<file path="config.mk">
export PLATFORM = sky130hd
export DESIGN_NAME = uart_tx_fifo
export DESIGN_NICKNAME = d
export VERILOG_FILES = /design/src/rtl/uart_tx_fifo.sv
export SDC_FILE = /design/constraint.sdc
export NUM_CORES = 1
export LEC_CHECK = 0
export CAP_MARGIN = 20
export CELL_PAD_IN_SITES_DETAIL_PLACEMENT = 0
export CELL_PAD_IN_SITES_GLOBAL_PLACEMENT = 2
export CORE_ASPECT_RATIO = 1.1
export CORE_UTILIZATION = 41
export CTS_CLUSTER_SIZE = 20
export DETAILED_ROUTE_END_ITERATION = 12
export GPL_TIMING_DRIVEN = 1
export PLACE_DENSITY_LB_ADDON = 0.1
export SYNTH_ARGS = -nofsm -noshare
export SYNTH_HDL_FRONTEND = slang
export SYNTH_SLANG_ARGS = --single-unit
export TNS_END_PERCENT = 20
</file>
<file path="constraint.sdc">
create_clock -name clk -period 2.6 [get_ports clk]
set_input_delay 0.26 -clock clk [delete_from_list [all_inputs] [get_ports clk]]
set_output_delay 0.26 -clock clk [all_outputs]
set_load 0.02 [all_outputs]
</file>
<file path="src/rtl/uart_tx_fifo.sv">
// Byte FIFO feeding the uart_tx serializer through its one-cycle enable / busy handshake.
// Optional CR insertion before each LF is enabled by defining UART_TX_FIFO_CRLF_EN.
module uart_tx_fifo #(
    parameter int DEPTH_LOG2   = 4,
    parameter int BUSY_TIMEOUT = 4
) (
    input  logic                  clk,
    input  logic                  rst_n,
    input  logic                  wr_en,
    input  logic [7:0]            wr_data,
    output logic                  full,
    output logic                  empty,
    output logic [DEPTH_LOG2:0]   level,
    output logic                  overflow,
    input  logic                  overflow_clr,
    output logic                  uart_en,
    output logic [7:0]            uart_data,
    input  logic                  uart_busy
);

    localparam int DEPTH = 1 << DEPTH_LOG2;
    localparam int CW    = $clog2(BUSY_TIMEOUT + 1);

    typedef enum logic [1:0] {
        IDLE,
        WAIT_BUSY,
        WAIT_DONE
    } state_t;

    logic [7:0]            mem [DEPTH];
    logic [DEPTH_LOG2-1:0] wr_ptr_reg;
    logic [DEPTH_LOG2-1:0] rd_ptr_reg;
    logic [DEPTH_LOG2:0]   level_reg;
    logic                  overflow_reg;
    logic                  uart_en_reg;
    logic [7:0]            uart_data_reg;
    logic [CW-1:0]         cnt_reg;
    state_t                state_reg;

    logic       push_ok;
    logic       launch;
    logic       pop;
    logic [7:0] head;
    logic [7:0] launch_byte;

    assign full      = (level_reg == (DEPTH_LOG2+1)'(DEPTH));
    assign empty     = (level_reg == '0);
    assign level     = level_reg;
    assign overflow  = overflow_reg;
    assign uart_en   = uart_en_reg;
    assign uart_data = uart_data_reg;

    assign head    = mem[rd_ptr_reg];
    assign push_ok = wr_en && !full;
    assign launch  = (state_reg == IDLE) && !empty && !uart_busy;

`ifdef UART_TX_FIFO_CRLF_EN
    logic crlf_sent_reg;
    logic insert_cr;

    // A CR is launched ahead of the LF while the LF stays at the head.
    assign insert_cr   = launch && (head == 8'h0A) && !crlf_sent_reg;
    assign pop         = launch && !insert_cr;
    assign launch_byte = insert_cr ? 8'h0D : head;

    always_ff @(posedge clk or negedge rst_n) begin
        if (!rst_n) begin
            crlf_sent_reg <= 1'b0;
        end else if (insert_cr) begin
            crlf_sent_reg <= 1'b1;
        end else if (pop) begin
            crlf_sent_reg <= 1'b0;
        end
    end
`else
    assign pop         = launch;
    assign launch_byte = head;
`endif

    // Storage carries no reset; contents are only meaningful below level.
    always_ff @(posedge clk) begin
        if (push_ok) begin
            mem[wr_ptr_reg] <= wr_data;
        end
    end

    always_ff @(posedge clk or negedge rst_n) begin
        if (!rst_n) begin
            wr_ptr_reg   <= '0;
            rd_ptr_reg   <= '0;
            level_reg    <= '0;
            overflow_reg <= 1'b0;
        end else begin
            if (push_ok) begin
                wr_ptr_reg <= wr_ptr_reg + DEPTH_LOG2'(1);
            end
            if (pop) begin
                rd_ptr_reg <= rd_ptr_reg + DEPTH_LOG2'(1);
            end
            case ({push_ok, pop})
                2'b10:   level_reg <= level_reg + (DEPTH_LOG2+1)'(1);
                2'b01:   level_reg <= level_reg - (DEPTH_LOG2+1)'(1);
                default: level_reg <= level_reg;
            endcase
            // A dropped push takes priority over a clear in the same cycle.
            if (wr_en && full) begin
                overflow_reg <= 1'b1;
            end else if (overflow_clr) begin
                overflow_reg <= 1'b0;
            end
        end
    end

    always_ff @(posedge clk or negedge rst_n) begin
        if (!rst_n) begin
            state_reg     <= IDLE;
            cnt_reg       <= '0;
            uart_en_reg   <= 1'b0;
            uart_data_reg <= 8'h00;
        end else begin
            uart_en_reg <= 1'b0;
            case (state_reg)
                IDLE: begin
                    if (launch) begin
                        uart_data_reg <= launch_byte;
                        uart_en_reg   <= 1'b1;
                        cnt_reg       <= '0;
                        state_reg     <= WAIT_BUSY;
                    end
                end
                WAIT_BUSY: begin
                    // Give up on a serializer that never acknowledges.
                    if (uart_busy) begin
                        state_reg <= WAIT_DONE;
                    end else if (cnt_reg == CW'(BUSY_TIMEOUT - 1)) begin
                        state_reg <= IDLE;
                    end else begin
                        cnt_reg <= cnt_reg + CW'(1);
                    end
                end
                WAIT_DONE: begin
                    if (!uart_busy) begin
                        state_reg <= IDLE;
                    end
                end
                default: state_reg <= IDLE;
            endcase
        end
    end

endmodule

</file>
# Word level (Yosys, flattened, before mapping)
# Memory sizes are Yosys's and may differ from the RTL's. A register that Yosys moved wholly into a read port is not among the register bits.
# Index checks and enable logic that the tools add are counted.
[word_totals] register_bits=20 ramBits=128 output_inout_bits=17 wordCells=56 memories=1
[op_classes] add_sub_neg=5 eq_ne=11 n_mux=16 reduce_logical=16
[mem_list] memory="mem" words=16 width=8 read_ports=1 rd_clocked_by_memory_dff=1 wr=1 line_no="30" rtl="logic [7:0] mem [DEPTH];"
[op_table] op="5-bit case mux with 2 select lines" count=1
[op_table] op="3-bit 2-to-1 mux" count=3
[op_table] op="4-bit by 1-bit adder with 4-bit output (second input constant)" count=2
[op_table] op="2-bit 2-to-1 mux" count=4
[op_table] op="2-bit inequality test (second input constant)" count=4
[op_table] op="1-bit 2-to-1 mux" count=6
[op_table] op="2-bit case mux with 3 select lines" count=1
[op_table] op="3-bit case mux with 2 select lines" count=1
[op_table] op="2-bit nonzero test" count=3
[op_table] op="5-bit by 1-bit adder with 5-bit output (second input constant)" count=1
[op_table] op="5-bit == test (second input constant)" count=1
[op_table] op="5-bit logical NOT" count=1
[op_table] op="5-bit by 1-bit subtractor with 5-bit output (second input constant)" count=1
[op_table] op="2-bit by 1-bit == test with 1-bit output (second input constant)" count=2
[op_table] op="2-bit == test (second input constant)" count=2
[op_table] op="1-bit logical AND" count=4
[op_table] op="1-bit logical NOT" count=4
[op_table] op="4-bit AND reduction" count=1
[op_table] op="3-bit by 1-bit adder with 3-bit output (second input constant)" count=1
[op_table] op="3-bit by 2-bit == test with 1-bit output (second input constant)" count=1
[op_table] op="3-bit inequality test (second input constant)" count=1
[op_table] op="3-bit AND reduction" count=1
[op_table] op="2-bit logical NOT" count=1
[op_table] op="2-bit AND reduction" count=1

# Logic depth before layout (Yosys ltp)
# Gate-level depths: netlist (run 1).
[logic_depth] word_depth=6 mapped_depth=13

# Worst setup path after synthesis (run 1)
# OpenSTA, ideal clock, no wires.
[synth_timing] kind="register to register" start="register level_reg[0], in the netlist level[0]" end="register level_reg[4], in the netlist level[4]" arrival_time_ps=3018 required_ps=2470 setup_slack_ps=-548 stages_incl_launch_ff=13 n_path_buf=1 period_less_slack_ps=3148 path_cell_list="dfrtp_1 nor4_1 nor2b_1 or4_1 buf_4 inv_2 ha_1 ha_1 nor2b_1 o21ai_0 a21oi_1 or3b_2 xnor2_1"
[synth_via] elab_chain_cells=6
[synth_rtl] item="from (decl)" line_no="33" rtl="logic [DEPTH_LOG2:0] level_reg;"
[synth_rtl] item="from (signal assigned)" line_no="101" rtl="2'b10: level_reg <= level_reg + (DEPTH_LOG2+1)'(1);"
[synth_rtl] item="from (signal assigned)" line_no="102" rtl="2'b01: level_reg <= level_reg - (DEPTH_LOG2+1)'(1);"
[synth_rtl] item="from (signal assigned)" line_no="103" rtl="default: level_reg <= level_reg;"
[synth_rtl] item="5-bit logical NOT *" line_no="47" rtl="assign empty = (level_reg == '0);"
[synth_rtl] item="net empty" line_no="12" rtl="output logic empty,"
[synth_rtl] item="1-bit logical NOT *" line_no="55" rtl="assign launch = (state_reg == IDLE) && !empty && !uart_busy;"
[synth_rtl] item="1-bit logical AND * (2 in a row)" line_no="55"
[synth_rtl] item="net launch" line_no="41" rtl="logic launch;"
[synth_rtl] item="2-bit by 1-bit == test with 1-bit output / 2-bit == test (equally long branches)" line_no="100" rtl="case ({push_ok, pop})"
[synth_rtl] item="5-bit case mux with 2 select lines / 2-bit nonzero test (equally long branches)"
# The timed path passes the listed nets; every way through them passes the cells marked *.
# A chain may end at the register's enable or synchronous reset.

# Final worst setup path (run 1)
[layout_timing] start="register level_reg[0], in the netlist level[0]" end="register level_reg[4], in the netlist level[4]"
[layout_via] elab_chain_cells=6
[layout_rtl] item="5-bit logical NOT *" line_no="47"
[layout_rtl] item="1-bit logical NOT *" line_no="55"
[layout_rtl] item="1-bit logical AND * (2 in a row)" line_no="55"
[layout_rtl] item="net launch" line_no="41"
[layout_rtl] item="2-bit by 1-bit == test with 1-bit output / 2-bit == test (equally long branches)" line_no="100"
[layout_rtl] item="5-bit case mux with 2 select lines / 2-bit nonzero test (equally long branches)"
# Marks and branches as above.

==> reports/qor.yml, run 1 <==
run_status:
  outcome: "complete, no violations"
drt:
  postRouteAntennaNets: 0
  avgViaCountPerCell: 5.05
  num_vias: 3104
  drc: 0
  wl_per_cell_um: 19.2
  drtPass1Iterations: 4
  drt-initial-drc-count: 129
  routed_wl_um: 11800
setup_path:
  crit_arrival_ns: 2.83
  crit_path_start_kind: "flip-flop"
  crit_fanout: 3
  required_ns: 2.91
  timing_worst_setup_path_type: "reg -> reg"
  endpoint_kind: "flip-flop"
placement:
  finalWeightedCongestion: 0.737
  dp_hpwl_um: 7740
  portBuffers: 29
  placed_cell_area_um2: 6990
  dp_worst_setup_slack_ns: -0.299
global_route:
  grt.total_usage: 0.165
  grt_pass1_wl_um: 18800
  grt-ovfl-total: 0
  grt_pass1_vias: 3247
  antenna_found_initial: 0
  grt_max_degree: 29
timing:
  min_period_ns: 2.52
  final_max_slew_viol_count: 0
  worstMarginPinSlew_ns: 0.966
  setup_slack_ns: 0.0756
  skew_ns: 0.00644
  rsz0062_at_grt: "true"
  fin_crit_sh: 0.971
  maxClockFrequency_mhz: 396
  hold_viol_final: 0
  finalSetupViolCount: 0
  hold_ws_ns: 0.224
  relSlewSlack: 0.353
floorplanning:
  die-area_um2: 16100
  die_w_um: 121
  die_y_um: 133
  core_area_um2: 15100
  start_util: 0.422
  io_pins: 30
  core.rowCount: 47
power_and_ir_drop:
  power_mw: 8.66
  p_switching_mw: 2.67
  p_sw_frac: 0.309
  share_comb_of_total_power: 0.316
  power.share.sequential: 0.393
  internal_power_mw: 5.98
  p_leak_nw: 2.76
  p_per_area_nw_per_um2: 1130
  vdd_ir_drop_max_v: 0.000463
  pwr-share-clk: 0.290
yosys:
  yosys_warnings: 0
  ys_types: 36
  synthTopCellsByArea: "edfxtp_1 60%, dfrtp_1 11%, mux4_1 6.2%"
  synth.top_cells.by_count: "128 x edfxtp_1, 30 x nand2_1, 28 x dfrtp_1"
  syn-cell-area_um2: 6370
  syn-instance-count: 350
  ys_seq_elements: 156
  synth.most_common_cell: "edfxtp_1"
  syn_area_per_cell_um2: 18.2
  yosys.area.top_type: "edfxtp_1"
  synth_top_area_frac: 0.603
  synth_fp_nets: 375
  async_reset_ff_frac: 0.179
  ys.flop_type: "edfxtp_1"
  synth_edf_count: 128
  synth-seq-area-share: 0.713
finish:
  regArea_um2: 4550
  areaGrowthSynthToFinish_pct: 20.3
  final_layout_size_suffix_gt1_frac: 0.243
  fillers: 1204
  layout.nets: 431
  largest_reg_flops: 128
  multi_input_area_um2: 1690
  diodes: 0
  fin_area_um2: 7670
cts:
  insertion_delay_ns: 0.42
  path_clk_slew_ns: 0.06
  clockBufferDepth: 2
  clock_sinks: 156
  cts_tree: "done"
  cts_root_buf: "clkbuf_16"
  cts.hold.buffers_added: 0
  h-tree-depth: 4
  cts_made_buffers: 17
run:
  drv_cap: 0
worst_hold_path:
  hp-class: "in -> async"
==> power by group through the flow <==
stage / sequential [mW] / clock (mW) / combinational [mW]
floorplan: 3.46 / 0 / 1.83
global placement: 3.43 / 0 / 2.72
detailed placement: 3.45 / 0 / 2.74
CTS: 3.41 / 2.55 / 2.80
global route: 3.46 / 2.66 / 3.02
finish: 3.40 / 2.51 / 2.74
==> layer usage <==
metal | GRT usage | vias to the layer above | part of all wire
li1 | - | 1471 | -
met4 | 0.0658 | 0 | 0.018
met2 | 0.269 | 50 | 0.50
met3 | 0.0349 | 19 | 0.031
met1 | 0.214 | 1564 | 0.45
met5 | 0 | - | 0
==> cells in the final DEF, fill, tap and decap left out, types with 8 or more instances in the layout <==
cell	n
buf_4	26
clkbuf_16	17
clkdlybuf4s50_1	28
dfrtp_1	23
edfxtp_1	128
ha_1	9
inv_1	10
mux2_2	8
mux2i_1	9
mux4_1	15
mux4_2	17
nand2_1	30
nor2_1	12
o21ai_0	9
o21ai_1	14
xnor2_1	8
==> final timing paths <==
| path | cells after the start | slack (ns) | start | end |
|---|---|---|---|---|
| worst max-delay path | 12 | 0.08 | level[0] | level[4] |
| worst min-delay path | 2 | 0.22 | rst_n | level[0] |
| worst max register to register | 12 | 0.08 | level[0] | level[4] |
| worst min register to register | 2 | 0.49 | uart_data[4] | uart_data[4] |
| max in group asynchronous | 2 | 2.07 | rst_n | rd_ptr_reg[0] |
| min in group clk | 3 | 0.45 | overflow_clr | overflow |
==> metrics by stage <==
step	cells	TNS (ns)	util
2_1_floorplan	350	-0.215	-
3_3_place_gp	578	-0.276	0.463
3_5_place_dp	578	-0.299	0.463
4_1_cts	613	0	0.506
5_1_grt	615	-0.0711	0.507
6_report	615	0	0.507
==> worst max-delay path: stages (launching register included) <==
cell and delay [ns]:
dfrtp_2 0.38, nor4_4 0.06, nor2b_4 0.12, or4_4 0.44, inv_4 0.08, ha_4 0.16, inv_2 0.05, fa_2 0.35
nor2b_1 0.12, o21ai_1 0.08, nand3_1 0.07, or3b_4 0.37, xnor2_1 0.12
==> cell families (layout without fill, tap and decap cells) <==
group           Yosys count  count (layout)  synth area share
flops                   156             156             0.713
simple gates             62              62            0.0440
mux                      49              49             0.150
buf+inv                  33             102            0.0310
compound gates           27              27            0.0222
fa+ha+maj                12              12            0.0247
xor+xnor                 11              11            0.0151
==> layout make-up <==
cell class	count	area share
tap	196	0.0320
sequential	156	0.593
timing repair buffer	57	0.0688
inverter	13	0.00669
clock inverter	15	0.0232
clock buffer	17	0.0555
multi-input combinational	161	0.221
==> what timing repair did <==
item                                    in CTS  in global routing
hold endpoints to repair                     0                  0
pin swaps                                    3                  7
resized for setup                            7                  2
endpoints found under the setup margin       1                  2
setup buffers                                3                  2
(Power assumes the default switching activity.)
==> run 2, diff against run 1 <==
--- a/config.mk
+++ b/config.mk
@@ -13,7 +13,7 @@
 export CTS_CLUSTER_SIZE = 20
 export DETAILED_ROUTE_END_ITERATION = 12
 export GPL_TIMING_DRIVEN = 1
-export PLACE_DENSITY_LB_ADDON = 0.1
+export PLACE_DENSITY = 0.74
 export SYNTH_ARGS = -nofsm -noshare
 export SYNTH_HDL_FRONTEND = slang
 export SYNTH_SLANG_ARGS = --single-unit
==> run 2 against run 1 <==
Compared with the run above: core utilization decreased by 0.41 points; final cell count decreased by 0.81%; register-to-register slack about the same; setup slack improved by 0.0022 ns; worst hold slack improved by 0.016 ns; non-clock buffer count decreased by 5; sequential share of layout area increased by 0.48 points; critical endpoint unchanged; largest power group unchanged; highest routed layer unchanged.
==> reports/qor.yml, run 2 (same netlist as run 1, synthesis figures left out) <==
finish:
  final_layout_size_suffix_gt1_frac: 0.237  # was 0.243
  areaGrowthSynthToFinish_pct: 19.4  # was 20.3%
  fillers: 1219  # was 1204
  layout.nets: 426  # was 431
  largest_reg_flops: 128  # unchanged
  final_common_cell: "edfxtp_1"  # unchanged
  multi_input_area_um2: 1690  # about the same
  instances_no_fill: 610  # was 615
  diodes: 0  # unchanged
  regArea_um2: 4550  # unchanged
  most-common-layout-cells: "128 x edfxtp_1, 30 x nand2_1, 29 x clkdlybuf4s50_1"  # was 128 x edfxtp_1, 30 x nand2_1, 28 x clkdlybuf4s50_1
timing:
  finalSetupViolCount: 0  # unchanged
  relSlewSlack: 0.366  # was 0.353
  final_max_slew_viol_count: 0  # unchanged
  hold_ws_ns: 0.241  # was 0.224 ns
  fin_crit_sh: 0.970  # was 0.971
  rsz0062_at_grt: "true"  # unchanged
  setup_slack_ns: 0.0779  # was 0.0756 ns
  hold_viol_final: 0  # unchanged
  skew_ns: 0.00459  # was 0.00644 ns
  min_period_ns: 2.52  # about the same
  worstMarginPinSlew_ns: 0.947  # was 0.966 ns
  maxClockFrequency_mhz: 396  # about the same
  setup_tns_ns: 0  # unchanged
setup_path:
  critPathTopFamily: "simple AND/OR/NAND/NOR gates"  # unchanged
  r2r_start: "level[0]"  # unchanged
  ff2ff_path_depth: 12  # unchanged
  r2r_end: "level[4]"  # unchanged
  timing_worst_setup_path_type: "reg -> reg"  # unchanged
  endpoint_kind: "flip-flop"  # unchanged
  r2r_slack_ns: 0.08  # about the same
  crit_start: "level[0]"  # unchanged
  crit_arrival_ns: 2.83  # about the same
  worstSetupEndpoint: "level[4]"  # unchanged
  required_ns: 2.90  # was 2.91 ns
  worst-path-stages: 12  # unchanged
  cp_slowest_stage_delay_ns: 0.43  # was 0.44 ns
  path_buf_inv: 2  # unchanged
  crit_chain: "nor4_4, nor2b_4, or4_4, inv_2, ha_4, inv_1, fa_2, nor2b_2, o21ai_2, nand3_1, or3b_4, xnor2_1"  # was nor4_4, nor2b_4, or4_4, inv_4, ha_4, inv_2, fa_2, nor2b_1, o21ai_1, nand3_1, or3b_4, xnor2_1
  crit_fanout: 3  # unchanged
  slowest_stage: "or4_4"  # unchanged
  crit_path_start_kind: "flip-flop"  # unchanged
placement:
  place_inst: 578  # unchanged
  dp_worst_setup_slack_ns: -0.302  # was -0.299 ns
  finalWeightedCongestion: 0.732  # was 0.737
  dp_hpwl_um: 7460  # was 7740 um
  portBuffers: 29  # unchanged
global_route:
  grt_max_degree: 29  # unchanged
  grt.total_usage: 0.163  # was 0.165
  grt_pass1_wl_um: 18500  # was 18800 um
  grt_pass1_vias: 3212  # was 3247
  antenna_found_initial: 0  # unchanged
  grt-ovfl-total: 0  # unchanged
floorplanning:
  core.rowCount: 47  # unchanged
  core_area_um2: 15100  # unchanged
  die_y_um: 133  # unchanged
  die_w_um: 121  # unchanged
  die-area_um2: 16100  # unchanged
  io_pins: 30  # unchanged
  start_util: 0.422  # unchanged
power_and_ir_drop:
  share_comb_of_total_power: 0.313  # was 0.316
  p_per_area_nw_per_um2: 1120  # was 1130 nW/um^2
  p_sw_frac: 0.306  # was 0.309
  power_mw: 8.56  # was 8.66 mW
  internal_power_mw: 5.93  # was 5.98 mW
  pwr-share-clk: 0.290  # about the same
  power.share.sequential: 0.397  # was 0.393
  vdd_ir_drop_max_v: 0.000470  # was 0.000463 V
  p_switching_mw: 2.62  # was 2.67 mW
  p_leak_nw: 2.71  # was 2.76 nW
cts:
  path_clk_slew_ns: 0.06  # about the same
  postCtsSetupBuffers: 0  # was 3
  insertion_delay_ns: 0.42  # about the same
  h-tree-depth: 4  # unchanged
  cts_made_buffers: 17  # unchanged
  cts.hold.buffers_added: 0  # unchanged
  clockBufferDepth: 2  # unchanged
  cts_root_buf: "clkbuf_16"  # unchanged
  cts_tree: "done"  # unchanged
  clock_sinks: 156  # unchanged
drt:
  avgViaCountPerCell: 5.10  # was 5.05
  drc: 0  # unchanged
  wl_met1_um: 5150  # was 5340 um
  postRouteAntennaNets: 0  # unchanged
  top_layer_used: "met4"  # unchanged
  drtPass1Iterations: 4  # unchanged
  drt-initial-drc-count: 120  # was 129
  num_vias: 3108  # was 3104
  routed-wl-met2_um: 6060  # was 5880 um
  wl_per_cell_um: 19.3  # was 19.2 um
  dr_wl_met3_um: 378  # was 370 um
  routed_wl_um: 11800  # about the same
run:
  drv_cap: 0  # unchanged
run_status:
  outcome: "complete, no violations"  # unchanged
worst_hold_path:
  hp-class: "in -> async"  # unchanged
## run 2: per-stage QoR
step | instance area (um^2) | util
after floorplan | 6410 | -
after global placement | 6980 | 0.462
after detailed placement | 6980 | 0.462
after CTS | 7590 | 0.502
after global routing | 7610 | 0.503
final | 7610 | 0.503
## run 2: timing repair
item,4_1_cts,5_1_grt
pin swaps,3,5
resized for setup,4,5
cloned,0,0
setup endpoints to repair,1,1
## run 2: area by class of cell
| cell class | count | area share |
|---|---|---|
| Clock buffer | 18 | 0.0577 |
| Clock inverter | 14 | 0.0207 |
| Inverter | 13 | 0.00674 |
| Multi-Input combinational cell | 161 | 0.222 |
| Sequential cell | 156 | 0.598 |
| Tap cell | 196 | 0.0322 |
| Timing Repair Buffer | 52 | 0.0625 |
## run 2: how the worst min path moves through the flow
| stage | from | endpoint | slack [ns] |
|---|---|---|---|
| CTS | rst_n | level[4] | 0.24 |
| global route | rst_n | rd_ptr_reg[1] | 0.26 |
| global placement | uart_data[0] | uart_data[0] | 0.47 |
| detailed placement | uart_data[4] | uart_data[4] | 0.47 |
| finish | rst_n | level[1] | 0.24 |
| floorplan | rst_n | cnt_reg[0] | -0.04 |
## run 2: per-layer routing
metal | track usage | vias to the layer above
li1 | - | 1457
met1 | 0.205 | 1573
met2 | 0.271 | 64
met3 | 0.0375 | 14
met4 | 0.0638 | 0
met5 | 0 | -
## run 2: power by group through the flow
stage,Sequential (mW),Combinational (mW),Clock [mW]
2_1_floorplan,3.46,1.83,0
3_3_place_gp,3.43,2.66,0
3_5_place_dp,3.45,2.69,0
4_1_cts,3.41,2.72,2.52
5_1_grt,3.45,2.93,2.62
6_report,3.40,2.68,2.48
